## src/rtl/vec_mem_port.sv

```systemverilog
`default_nettype none
// ============================================================================
// Module   : vec_mem_port
// Brief    : Scalar/vector load-store bridge to an Avalon-MM SDRAM slave with
//            pipelined, multi-outstanding reads. Optional: VEC_MEM_STRIDE_EN.
// Revision : 1.0
// ============================================================================
module vec_mem_port #(
    parameter int LANES     = 16,
    parameter int DATA_W    = 16,
    parameter int ADDR_W    = 25,
    parameter int MAX_OUTST = 8
) (
    input  logic                    clk,
    input  logic                    reset,
    input  logic                    req,
    input  logic                    we,
    input  logic                    is_vec,
    input  logic [ADDR_W-1:0]       base_addr,
`ifdef VEC_MEM_STRIDE_EN
    input  logic [ADDR_W-1:0]       stride,
`endif
    input  logic [LANES*DATA_W-1:0] wdata_vec,
    output logic [LANES*DATA_W-1:0] rdata_vec,
    output logic                    busy,
    output logic                    done,
    output logic [ADDR_W-1:0]       avm_address,
    output logic [DATA_W/8-1:0]     avm_byteenable_n,
    output logic                    avm_chipselect,
    output logic [DATA_W-1:0]       avm_writedata,
    output logic                    avm_read_n,
    output logic                    avm_write_n,
    input  logic [DATA_W-1:0]       avm_readdata,
    input  logic                    avm_readdatavalid,
    input  logic                    avm_waitrequest
);

    localparam int            c_cnt_w     = $clog2(LANES + 1);
    localparam logic [c_cnt_w-1:0] c_one  = c_cnt_w'(1);
    localparam logic [c_cnt_w-1:0] c_max_outst = c_cnt_w'(MAX_OUTST);
    localparam logic [c_cnt_w-1:0] c_lanes     = c_cnt_w'(LANES);

    localparam logic [1:0] c_st_idle  = 2'd0;
    localparam logic [1:0] c_st_write = 2'd1;
    localparam logic [1:0] c_st_read  = 2'd2;
    localparam logic [1:0] c_st_done  = 2'd3;

    logic [1:0]              r_state;
    logic [c_cnt_w-1:0]      r_n;
    logic [LANES*DATA_W-1:0] r_wdata;
    logic [c_cnt_w-1:0]      r_wr_idx;
    logic [c_cnt_w-1:0]      r_rd_idx;
    logic [c_cnt_w-1:0]      r_rcv_idx;
    logic [c_cnt_w-1:0]      r_outst;
    logic [LANES*DATA_W-1:0] r_rdata;
    logic                    r_busy;
    logic                    r_done;
    logic [ADDR_W-1:0]       r_addr;
    logic [DATA_W-1:0]       r_wrdata;
    logic                    r_read_n;
    logic                    r_write_n;
    logic                    r_cs;
    logic [DATA_W/8-1:0]     r_be_n;
    logic [ADDR_W-1:0]       w_stride;

`ifdef VEC_MEM_STRIDE_EN
    logic [ADDR_W-1:0]       r_stride;
    assign w_stride = r_stride;
`else
    assign w_stride = ADDR_W'(1);
`endif

    logic               w_wr_acc;
    logic               w_rd_acc;
    logic               w_rcv;
    logic [c_cnt_w-1:0] w_wr_idx_nx;
    logic               w_wr_last;
    logic [c_cnt_w-1:0] w_wr_sel;
    logic [DATA_W-1:0]  w_wr_lane;
    logic [c_cnt_w-1:0] w_rd_idx_nx;
    logic [c_cnt_w-1:0] w_outst_nx;
    logic               w_rd_more;
    logic [c_cnt_w-1:0] w_rcv_nx;

    assign w_wr_acc    = !r_write_n && !avm_waitrequest;
    assign w_rd_acc    = !r_read_n && !avm_waitrequest;
    // Returns with nothing in flight are stale and must not advance rcv_idx.
    assign w_rcv       = avm_readdatavalid && (r_outst != '0);
    assign w_wr_idx_nx = r_wr_idx + c_one;
    assign w_wr_last   = (w_wr_idx_nx == r_n);
    assign w_wr_sel    = w_wr_last ? '0 : w_wr_idx_nx;
    assign w_wr_lane   = r_wdata[int'(w_wr_sel)*DATA_W +: DATA_W];
    assign w_rd_idx_nx = r_rd_idx + (w_rd_acc ? c_one : '0);
    assign w_outst_nx  = r_outst + (w_rd_acc ? c_one : '0) - (w_rcv ? c_one : '0);
    assign w_rd_more   = (w_rd_idx_nx < r_n) && (w_outst_nx < c_max_outst);
    assign w_rcv_nx    = r_rcv_idx + c_one;

    always_ff @(posedge clk or negedge reset) begin
        if (!reset) begin
            r_state   <= c_st_idle;
            r_n       <= '0;
            r_wdata   <= '0;
            r_wr_idx  <= '0;
            r_rd_idx  <= '0;
            r_rcv_idx <= '0;
            r_outst   <= '0;
            r_rdata   <= '0;
            r_busy    <= 1'b0;
            r_done    <= 1'b0;
            r_addr    <= '0;
            r_wrdata  <= '0;
            r_read_n  <= 1'b1;
            r_write_n <= 1'b1;
            r_cs      <= 1'b0;
            r_be_n    <= '1;
`ifdef VEC_MEM_STRIDE_EN
            r_stride  <= '0;
`endif
        end else begin
            case (r_state)
                c_st_idle: begin
                    if (req) begin
                        r_n       <= is_vec ? c_lanes : c_one;
                        r_wdata   <= wdata_vec;
`ifdef VEC_MEM_STRIDE_EN
                        r_stride  <= stride;
`endif
                        r_wr_idx  <= '0;
                        r_rd_idx  <= '0;
                        r_rcv_idx <= '0;
                        r_outst   <= '0;
                        r_busy    <= 1'b1;
                        r_addr    <= base_addr;
                        r_cs      <= 1'b1;
                        r_be_n    <= '0;
                        if (we) begin
                            r_state   <= c_st_write;
                            r_write_n <= 1'b0;
                            r_wrdata  <= wdata_vec[DATA_W-1:0];
                        end else begin
                            r_state  <= c_st_read;
                            r_read_n <= 1'b0;
                        end
                    end
                end
                c_st_write: begin
                    // write_n already high means the last lane went out last cycle.
                    if (r_write_n) begin
                        r_state <= c_st_done;
                        r_done  <= 1'b1;
                        r_busy  <= 1'b0;
                    end else if (w_wr_acc) begin
                        if (w_wr_last) begin
                            r_write_n <= 1'b1;
                            r_cs      <= 1'b0;
                            r_be_n    <= '1;
                        end else begin
                            r_wr_idx <= w_wr_idx_nx;
                            r_addr   <= r_addr + w_stride;
                            r_wrdata <= w_wr_lane;
                        end
                    end
                end
                c_st_read: begin
                    r_rd_idx <= w_rd_idx_nx;
                    r_outst  <= w_outst_nx;
                    if (w_rd_acc) begin
                        r_addr <= r_addr + w_stride;
                    end
                    r_read_n <= !w_rd_more;
                    r_cs     <= w_rd_more;
                    r_be_n   <= w_rd_more ? '0 : '1;
                    if (w_rcv) begin
                        r_rdata[int'(r_rcv_idx)*DATA_W +: DATA_W] <= avm_readdata;
                        r_rcv_idx <= w_rcv_nx;
                        if (w_rcv_nx == r_n) begin
                            r_state <= c_st_done;
                            r_done  <= 1'b1;
                            r_busy  <= 1'b0;
                        end
                    end
                end
                c_st_done: begin
                    r_done  <= 1'b0;
                    r_state <= c_st_idle;
                end
                default: begin
                    r_state <= c_st_idle;
                end
            endcase
        end
    end

    assign rdata_vec        = r_rdata;
    assign busy             = r_busy;
    assign done             = r_done;
    assign avm_address      = r_addr;
    assign avm_byteenable_n = r_be_n;
    assign avm_chipselect   = r_cs;
    assign avm_writedata    = r_wrdata;
    assign avm_read_n       = r_read_n;
    assign avm_write_n      = r_write_n;

endmodule
`default_nettype wire

```

## config.mk

```make
export PLATFORM = sky130hd
export DESIGN_NAME = vec_mem_port
export DESIGN_NICKNAME = d
export VERILOG_FILES = /design/src/rtl/vec_mem_port.sv
export SDC_FILE = /design/constraint.sdc
export NUM_CORES = 1
export LEC_CHECK = 0
export CORE_AREA = 2 2 234 236
export CTS_CLUSTER_DIAMETER = 150
export DETAILED_ROUTE_END_ITERATION = 8
export DIE_AREA = 0 0 236 238
export MAX_ROUTING_LAYER = met4
export PLACE_DENSITY = 0.78
export SKIP_CTS_REPAIR_TIMING = 1
export SYNTH_ARGS = -nofsm -noshare
export SYNTH_HDL_FRONTEND = slang
export SYNTH_SLANG_ARGS = --single-unit
```

## constraint.sdc

```tcl
create_clock -name clk -period 3.9 [get_ports clk]
set_input_delay 0.78 -clock clk [delete_from_list [all_inputs] [get_ports clk]]
set_output_delay 0.78 -clock clk [all_outputs]
set_load 0.1 [all_outputs]
```

## Word level (Yosys, flattened, before mapping)

Index checks and enable logic that the tools add are counted.

- $add $sub $neg: 7
- Magnitude comparators: 2
- Equality and inequality tests: 16
- Shifts and indexed selects: 3
- Mux-type cells: 60
- Reductions and logical operators: 27

Operator list:

| kind | count |
|---|---|
| bitwise mux 256 bit | 1 |
| variable shift 16 x 33 -> 256 bit (first input constant) | 1 |
| indexed part select 16 x 33 -> 256 bit | 1 |
| indexed part select 256 x 10 -> 16 bit | 1 |
| 2-to-1 mux 25 bit | 5 |
| 2-to-1 mux 16 bit | 5 |
| case mux 25 bit (3 select lines) | 1 |
| case mux 5 bit (2 select lines) | 4 |
| 2-to-1 mux 5 bit | 7 |
| negator 9 -> 33 bit | 1 |
| case mux 16 bit (2 select lines) | 1 |
| adder 25 x 1 -> 25 bit (second input constant) | 1 |
| != test 2 bit (second input constant) | 11 |
| 2-to-1 mux 2 bit | 10 |
| 2-to-1 mux 1 bit | 19 |
| AND reduction 5 bit | 3 |
| AND reduction 6 bit | 2 |
| adder 5 x 1 -> 5 bit (second input constant) | 2 |
| equality test 5 bit | 2 |
| case mux 1 bit (3 select lines) | 3 |
| AND reduction 3 bit | 3 |
| case mux 2 bit (4 select lines) | 1 |
| AND reduction 4 bit | 2 |
| case mux 2 bit (3 select lines) | 1 |
| other kinds (15) | 27 |

- Register bits: 587
- Input port bits: 304
- Output and inout port bits: 304
- Word-level logic and storage cells: 131

## Logic depth before layout (Yosys ltp)

Gate-level depths: netlist of the first run.

- Word-level depth: 9
- Gate-level depth with buffers: 15
- Depth with buffers taken out: 14

## Worst setup path before layout of the first run

No wires, ideal clock.

- Path type: reg2reg
- Start: reg r_outst[3]
- End: reg r_cs (netlist: avm_chipselect)
- Setup time: 0.126 ns
- Arrival: 2.968 ns
- Data required time: 3.774 ns
- Setup slack: 0.806 ns
- Cell stages (with the launch flop): 16
- Path buffers: 1
- Period minus slack after synthesis: 3.094 ns
- Cells stage by stage: dfrtp_1 -> inv_1 -> ha_1 -> inv_1 -> o41a_1 -> clkbuf_1 -> ha_1 -> inv_1 -> ha_1 -> fa_1 -> a21oi_1 -> o21bai_1 -> xnor2_1 -> a41oi_1 -> a21oi_1 -> mux2_2

- Cells in the longest elaborated chain, start to end: 7
- Elaborated cells on any way between the ends: 8
- Those cells by class: add/sub (2); order compare (1); mux (2); reduce/logical (3)

Ends and longest elaborated chain:

| what | line | text |
|---|---|---|
| start: declaration | 54 | `logic [c_cnt_w-1:0] r_outst;` |
| start signal: assignment | 166 | `r_outst <= w_outst_nx;` |
| branches (longest 3 deep; another with adder 5 x 1 -> 5 bit) | n/a |  |
| subtractor 5 x 1 -> 5 bit (*) | 94 | `assign w_outst_nx = r_outst + (w_rd_acc ? c_one : '0) - (w_rcv ? c_one : '0);` |
| less-than comparator 5 x 4 -> 1 bit (*) | 95 | `assign w_rd_more = (w_rd_idx_nx < r_n) && (w_outst_nx < c_max_outst);` |
| logical AND 1 bit (*) | 95 |  |
| case mux 1 bit (3 select lines) (*) | 120 | `case (r_state)` |
| end signal: assignment | 171 | `r_cs <= w_rd_more;` |
| end: declaration | 62 | `logic r_cs;` |

Mark *: on every way between the ends.
A chain may end at the register's enable or synchronous reset.

## Worst setup path in the final report of the first run

- Start: reg r_rcv_idx[1]
- End: reg r_rdata[178] (netlist: rdata_vec[178])

- Cells in the longest elaborated chain, start to end: 3
- Elaborated cells on any way between the ends: 4
- Those cells by class: add/sub (1); shift (2); mux (1)

Ends and longest elaborated chain:

| what | line | text |
|---|---|---|
| start: declaration | 53 | `logic [c_cnt_w-1:0] r_rcv_idx;` |
| start signal: assignment | 175 | `r_rcv_idx <= w_rcv_nx;` |
| negator 9 -> 33 bit (*) | 174 | `r_rdata[int'(r_rcv_idx)*DATA_W +: DATA_W] <= avm_readdata;` |
| indexed part select 16 x 33 -> 256 bit / variable shift 16 x 33 -> 256 bit (equally long branches) | 174 |  |
| bitwise mux 256 bit (*) | 174 |  |
| end signal: indexed assignment | 174 |  |
| end: declaration | 55 | `logic [LANES*DATA_W-1:0] r_rdata;` |

Every way passes the cells marked *; elsewhere a longest branch is shown, timed or not.

==> reports/qor.yml, run 1 <==
run_status:
  run_status: "finished clean"
routing:
  vias: 23382
  finalWirelength_mm: 95.73
  first_pass_iters: 5
  first_iter_violations: 1837
  wire_per_inst_um: 23.54
  ant_nets: 0
  drc: 0
  vias_per_cell: 5.751
die:
  start_util: 0.5069
  row_count: 85
  dieArea_um2: 56170
  dieHeight_um: 238
  coreArea_um2: 53500
  pin_count: 608
  die_w_um: 236
clock_tree:
  cts_tree: "done"
  cts-root-buf: "clkbuf_16"
  clk_path_buf_depth: 3
  cts.sinks: 583
  clk_pin_slew_ns: 0.06
  cts_buffers: 60
  clkLatencyLatePin_ns: 0.63
  htreeDepth: 2
worst_setup_path:
  r2r-end: "rdata_vec[178]$_DFFE_PN0P_"
  cp_slowest_cell: "xnor2_1"
  cp.depth: 7
  endpoint_kind: "flop"
  arrival_ns: 3.70
  worstPathRequired_ns: 4.41
  rr_worst_depth: 7
  critPathTopFamily: "XOR/XNOR gates"
  cp_slowest_stage_delay_ns: 0.86
  rr_startpoint: "r_rcv_idx[1]$_DFFE_PN0P_"
  cp-startpoint: "r_rcv_idx[1]$_DFFE_PN0P_"
  crit_path_start_kind: "flop"
  path_class: "flop to flop"
  crit_fanout: 16
  r2r_setup_slack_ns: 0.71
  crit_end: "rdata_vec[178]$_DFFE_PN0P_"
  crit_buf_inv: 2
  cp_cell_sequence: "inv_1, ha_1, xnor2_1, nand4_1, nor3_2, buf_4, mux2_2"
logic_synthesis:
  netlist_area_um2: 27110
  ys_ff_latch: 583
  synth_top_area_cell: "dfrtp_1"
  synth-edff-count: 0
  ys_warn_count: 0
  synth.area.top_cells: "dfrtp_1, nand2_1, mux2_2"
  async_reset_ff_frac: 1.000
  synth_top_area_frac: 0.5353
  synth.distinct_cells: 70
  syn-num-nets: 3066
  synthCells: 2742
  syn_area_per_cell_um2: 9.889
  synthFlopType: "dfrtp_1"
  seq_area_frac_synth: 0.5382
global_route:
  grt_pass1_wl_mm: 143.9
  grt_max_degree: 152
  grt_overflow: 0
  grt_usage: 0.3469
  grt_antenna_before_repair: 6
  grt_pass1_vias: 23511
place:
  portBuffers: 607
  routabilityCongestion: 0.9493
  dp_hpwl_mm: 70.33
  dp_slack_ns: 0.2724
power_and_ir_drop:
  fin_total_pwr_mw: 27.66
  peakVddDrop_mv: 0.7686
  powerDensity_nw_per_um2: 758.1
  p_leak_nw: 16.96
timing:
  setup_ws_ns: 0.7118
  tns_ns: 0
  fin_crit_ns: 3.188
  rsz0062_at_grt: "false"
  setup_viol: 0
  relSlewSlack: 0.1876
  post-route-period-util: 0.8175
  final-hold-violation-count: 0
  slew_violations: 0
  fin_skew_ns: 0.02210
  maxClockFrequency_mhz: 313.7
  tightest_slew_ns: 1.214
flow_run:
  cap_viol_max_count: 0
hold_path:
  worst_hold_path_type: "input port to async pin"
finish:
  final_core_util: 0.6820
  multi_input_area_um2: 11790
  area_growth_pct: 34.55
  seqCellArea_um2: 14600
  drive_gt1_frac: 0.1362
  fillers: 4002
  final_nets: 3636
cells in the mapped netlist, types with 19 or more instances:
cell and n:
dfrtp_1 580, inv_1 46, mux2i_1 101, buf_2 29
nor2_1 117, nor4_1 20, and2_1 64, o21ai_0 76
and3_1 23, nor2b_1 21, a21oi_1 66, nor3_1 35
nand2_1 856, mux2_2 228, a221oi_1 24, ha_1 19
clkbuf_1 126, nand4_1 26, nand3_1 50
flip-flops by register name (all words and copies together) (netlist names), 2 cells and up:
register and flops:
avm_writedata 16, r_rd_idx 5, r_outst 5, r_rcv_idx 5, rdata_vec 256, r_wdata 256
avm_address 25, r_n 2, r_wr_idx 5, r_state 2
cell usage in the layout, fill, tap and decap left out, types with 7 or more instances in the layout:
cell / netlist / layout
a21oi_1: 66 / 66
a221oi_1: 24 / 24
a22o_1: 7 / 7
a31o_2: 7 / 7
and2_1: 64 / 64
and3_1: 23 / 23
buf_12: 0 / 13
buf_4: 5 / 69
bufinv_16: 0 / 15
clkbuf_1: 126 / 9
clkbuf_16: 0 / 60
clkbuf_8: 0 / 12
clkdlybuf4s50_1: 0 / 596
clkinv_2: 0 / 8
dfrtp_1: 580 / 579
diode_2: 0 / 7
ha_1: 19 / 17
inv_1: 46 / 46
mux2_2: 228 / 228
mux2i_1: 101 / 101
nand2_1: 856 / 855
nand2b_1: 17 / 17
nand3_1: 50 / 50
nand4_1: 26 / 26
nor2_1: 117 / 114
nor2b_1: 21 / 21
nor3_1: 35 / 33
nor4_1: 20 / 20
o2111a_1: 15 / 15
o21ai_0: 76 / 76
o21bai_1: 17 / 17
o221ai_1: 17 / 17
o31ai_1: 16 / 15
o32a_1: 15 / 15
xnor2_1: 14 / 13
worst reg2reg max path: stages (launching register included):
cell     delay [ns]
dfrtp_1        0.49
inv_1          0.09
ha_1           0.23
xnor2_1        0.86
nand4_1        0.42
nor3_2         0.28
buf_4          0.31
mux2_2         0.39
area by class of cell:
type	instances	area share
Sequential cell	583	0.4001
Multi-Input combinational cell	1942	0.3232
Timing Repair Buffer	679	0.1853
Clock buffer	81	0.04661
Tap cell	696	0.02387
Clock inverter	32	0.01574
Inverter	46	0.004733
Antenna cell	7	0.0004801
cell families (layout without fill, tap and decap cells):
| group | after synthesis | after routing | synth area share |
|---|---|---|---|
| XOR/XNOR | 18 | 18 | 0.006092 |
| buffers and inverters | 217 | 838 | 0.03212 |
| adder cells (fa/ha/maj) | 20 | 20 | 0.009506 |
| multiplexers | 329 | 329 | 0.1320 |
| AO/OA/AOI/OAI | 317 | 317 | 0.08269 |
| flip-flops | 583 | 583 | 0.5382 |
| other | 0 | 7 | 0 |
| AND/OR/NAND/NOR | 1258 | 1258 | 0.1994 |
worst min path at each step:
stage               cells after the start                     start  slack [ns]                          to
floorplan                               2   r_wdata[14]$_DFFE_PN0P_        0.44     r_wdata[14]$_DFFE_PN0P_
global placement                        2  r_wdata[168]$_DFFE_PN0P_        0.46    r_wdata[168]$_DFFE_PN0P_
detailed placement                      2  r_wdata[116]$_DFFE_PN0P_        0.46    r_wdata[116]$_DFFE_PN0P_
CTS                                     1                     reset        0.25  rdata_vec[154]$_DFFE_PN0P_
global route                            1                     reset        0.28  rdata_vec[154]$_DFFE_PN0P_
finish                                  1                     reset        0.21  rdata_vec[154]$_DFFE_PN0P_
metrics by stage:
| stage | std cells | hold WS [ns] | area [um2] |
|---|---|---|---|
| CTS | 4059 | 0.2520 | 36470 |
| global placement | 3946 | 0.4572 | 34190 |
| floorplan | 2742 | 0.4381 | 27110 |
| detailed placement | 3946 | 0.4612 | 34190 |
| finish | 4066 | 0.2120 | 36480 |
| global route | 4064 | 0.2825 | 36480 |
per-layer routing:
layer	vias to the layer above	routed length (um)	GRT usage	part of all wire
met2	1064	46710	0.5645	0.49
li1	10462	-	-	-
met1	11608	36110	0.4127	0.38
met3	248	6850	0.05969	0.072
met4	0	6063	0.1917	0.063
met5	-	0	-	0
report_power, final:
group          total, mW  internal [mW]  leakage, nW  switching [mW]
registers           9.24           7.80         7.52            1.44
logic               11.9           3.56         8.34            8.30
clock network       6.56           4.06         1.11            2.51
(Power assumes the default switching activity.)
==> inputs of run 2 (changes only) <==
Clock period 3.9 ns to 3.23 ns, I/O delays scaled along.
==> run 2 against run 1 <==
Count of clock-buffer cells in the layout up 9; global-route usage down 0.56 points; first-iteration DRC count down 2.5%; sequential power up 20%; combinational power up 21%; utilization down 1.2 points; via count about the same; fmax up 3.6%; flip-flop and latch count unchanged; cell count up 0.52%; register-to-register slack worse by 0.56 ns; setup slack worse by 0.56 ns.
==> reports/qor.yml, run 2 (synthesized netlist as in run 1, its figures left out) <==
power_and_ir_drop:
  powerDensity_nw_per_um2: 922.5  # +22%
  seqPwrFrac: 0.336  # +0.002
  clockPowerShare: 0.227  # -0.010
  switching_power_mw: 14.74  # +20%
  internal_power_mw: 18.31  # +19%
  p_leak_nw: 17.55  # +3.5%
  peakVddDrop_mv: 0.8104  # +5.4%
  p_sw_frac: 0.4459  # +0.003180
  comb_power_share: 0.437  # +0.008
place:
  dp_hpwl_mm: 70.31  # about the same
  routabilityCongestion: 0.9599  # +1.1%
  place_inst: 3966  # +0.51%
  portBuffers: 607  # unchanged
  placed_cell_area_um2: 33630  # -1.6%
routing:
  vias: 23378  # -0.017%
  first_pass_iters: 6  # +1
  first_iter_violations: 1791  # -2.5%
  wire_per_inst_um: 23.14  # -1.7%
  drc: 0  # unchanged
  finalWirelength_mm: 94.59  # -1.2%
  top_layer_used: "met4"
  vias_per_cell: 5.720  # -0.53%
  ant_nets: 0  # unchanged
  dr_wl_met2_mm: 46.17  # -1.2%
  routed-wl-met3_mm: 6.942  # +1.3%
  wirelength_met1_mm: 35.77  # -0.93%
global_route:
  grt_pass1_vias: 23334  # -0.75%
  grt_max_degree: 111  # -27%
  grt_antenna_before_repair: 6  # unchanged
  grt_usage: 0.3412  # -0.005631
  grt_overflow: 0  # unchanged
  grt_pass1_wl_mm: 141.7  # -1.5%
timing:
  fin_crit_ns: 3.076  # -0.1118 ns
  tightest_slew_ns: 1.270  # +0.05619 ns
  tns_ns: 0  # unchanged
  final-hold-violation-count: 0  # unchanged
  post-route-period-util: 0.9524  # +0.1349
  whs_ns: 0.05675  # -0.1552 ns
  slew_violations: 0  # unchanged
  fin_skew_ns: 0.03378  # +0.01168 ns
  setup_viol: 0  # unchanged
  relSlewSlack: 0.1522  # -0.03538
  maxClockFrequency_mhz: 325.1  # +3.6%
clock_tree:
  cts-root-buf: "clkbuf_16"
  cts.sinks: 583  # unchanged
  clk_path_buf_depth: 3  # unchanged
  htreeDepth: 2  # unchanged
  cts_buffers: 60  # unchanged
  clk_pin_slew_ns: 0.07  # about the same
  cts_tree: "done"
  clkLatencyLatePin_ns: 0.63  # about the same
die:
  pin_count: 608  # unchanged
  coreArea_um2: 53500  # unchanged
  row_count: 85  # unchanged
  start_util: 0.5069  # unchanged
  die_w_um: 236  # unchanged
  dieHeight_um: 238  # unchanged
  dieArea_um2: 56170  # unchanged
finish:
  fillers: 4098  # +2.4%
  final_area_um2: 35830  # -1.8%
  final_core_util: 0.6698  # -0.01221
  seqCellArea_um2: 14600  # unchanged
  final_nets: 3659  # +0.63%
  multi_input_area_um2: 11800  # about the same
  drive_gt1_frac: 0.2281  # +0.09194
  final_common_cell: "nand2_1"
  layout_common_cells: "nand2_1, dfrtp_1, buf_4, clkdlybuf4s50_1, mux2_2"
  area_growth_pct: 32.14
  finalNonFillerCells: 4087  # +0.52%
worst_setup_path:
  rr_startpoint: "r_outst[3]$_DFFE_PN0P_"
  arrival_ns: 3.57  # -0.13 ns
  rr_worst_depth: 14  # +7
  cp-startpoint: "r_outst[3]$_DFFE_PN0P_"
  endpoint_kind: "flop"
  worstPathRequired_ns: 3.72  # -0.69 ns
  crit_fanout: 3  # -13
  crit_path_start_kind: "flop"
  path_class: "flop to flop"
run_status:
  run_status: "finished clean"
hold_path:
  worst_hold_path_type: "input port to async pin"
flow_run:
  cap_viol_max_count: 0  # unchanged
==> run 2: cell type report <==
type                       count  share of cell area
inverter                      46            0.004819
clock buffer                  90             0.05098
antenna                        7           0.0004889
clock inverter                21            0.009079
sequential                   583              0.4074
multi-input combinational   1942              0.3293
timing repair buffer         702              0.1736
tap                          696             0.02431
==> run 2: power by group through the flow <==
stage,Clock (mW),Sequential [mW],Combinational [mW]
2_1_floorplan,0,13.7,6.89
3_3_place_gp,0,11.1,13.9
3_5_place_dp,0,11.2,14.2
4_1_cts,7.57,11.1,14.3
5_1_grt,7.89,11.3,15.5
6_report,7.51,11.1,14.4
==> run 2: through the flow <==
step	total power, mW	setup slack [ns]
after global routing	34.70	-0.01022
after detailed placement	25.37	-0.2575
after floorplan	20.56	0.1359
after CTS	32.92	0.09415
after global placement	24.97	-0.1931
final	33.05	0.1536
==> run 2: critical path, stage by stage (launching register included) <==
cell	delay [ns]
dfrtp_1	0.40
inv_1	0.10
ha_1	0.15
inv_1	0.04
o41a_1	0.34
ha_1	0.30
inv_1	0.04
ha_1	0.20
fa_1	0.39
a21oi_1	0.13
o21bai_1	0.09
xnor2_1	0.17
a41oi_2	0.26
a21oi_1	0.06
mux2_2	0.28
==> run 2: layer usage <==
layer,GRT usage,vias up
met1,0.4064,11571
met2,0.5591,1036
met4,0.1845,0
li1,-,10529
met5,-,-
met3,0.05565,242
==> run 2: final timing paths <==
| path | endpoint | slack, ns |
|---|---|---|
| max in group asynchronous | avm_byteenable_n[0]$_DFFE_PN1P_ | 2.24 |
| hold reg to reg | r_wdata[211]$_DFFE_PN0P_ | 0.47 |
| setup / recovery | avm_chipselect$_DFFE_PN0P_ | 0.15 |
| hold / removal | rdata_vec[28]$_DFFE_PN0P_ | 0.06 |
| min in group clk | r_wdata[211]$_DFFE_PN0P_ | 0.47 |
| setup reg to reg | avm_chipselect$_DFFE_PN0P_ | 0.15 |
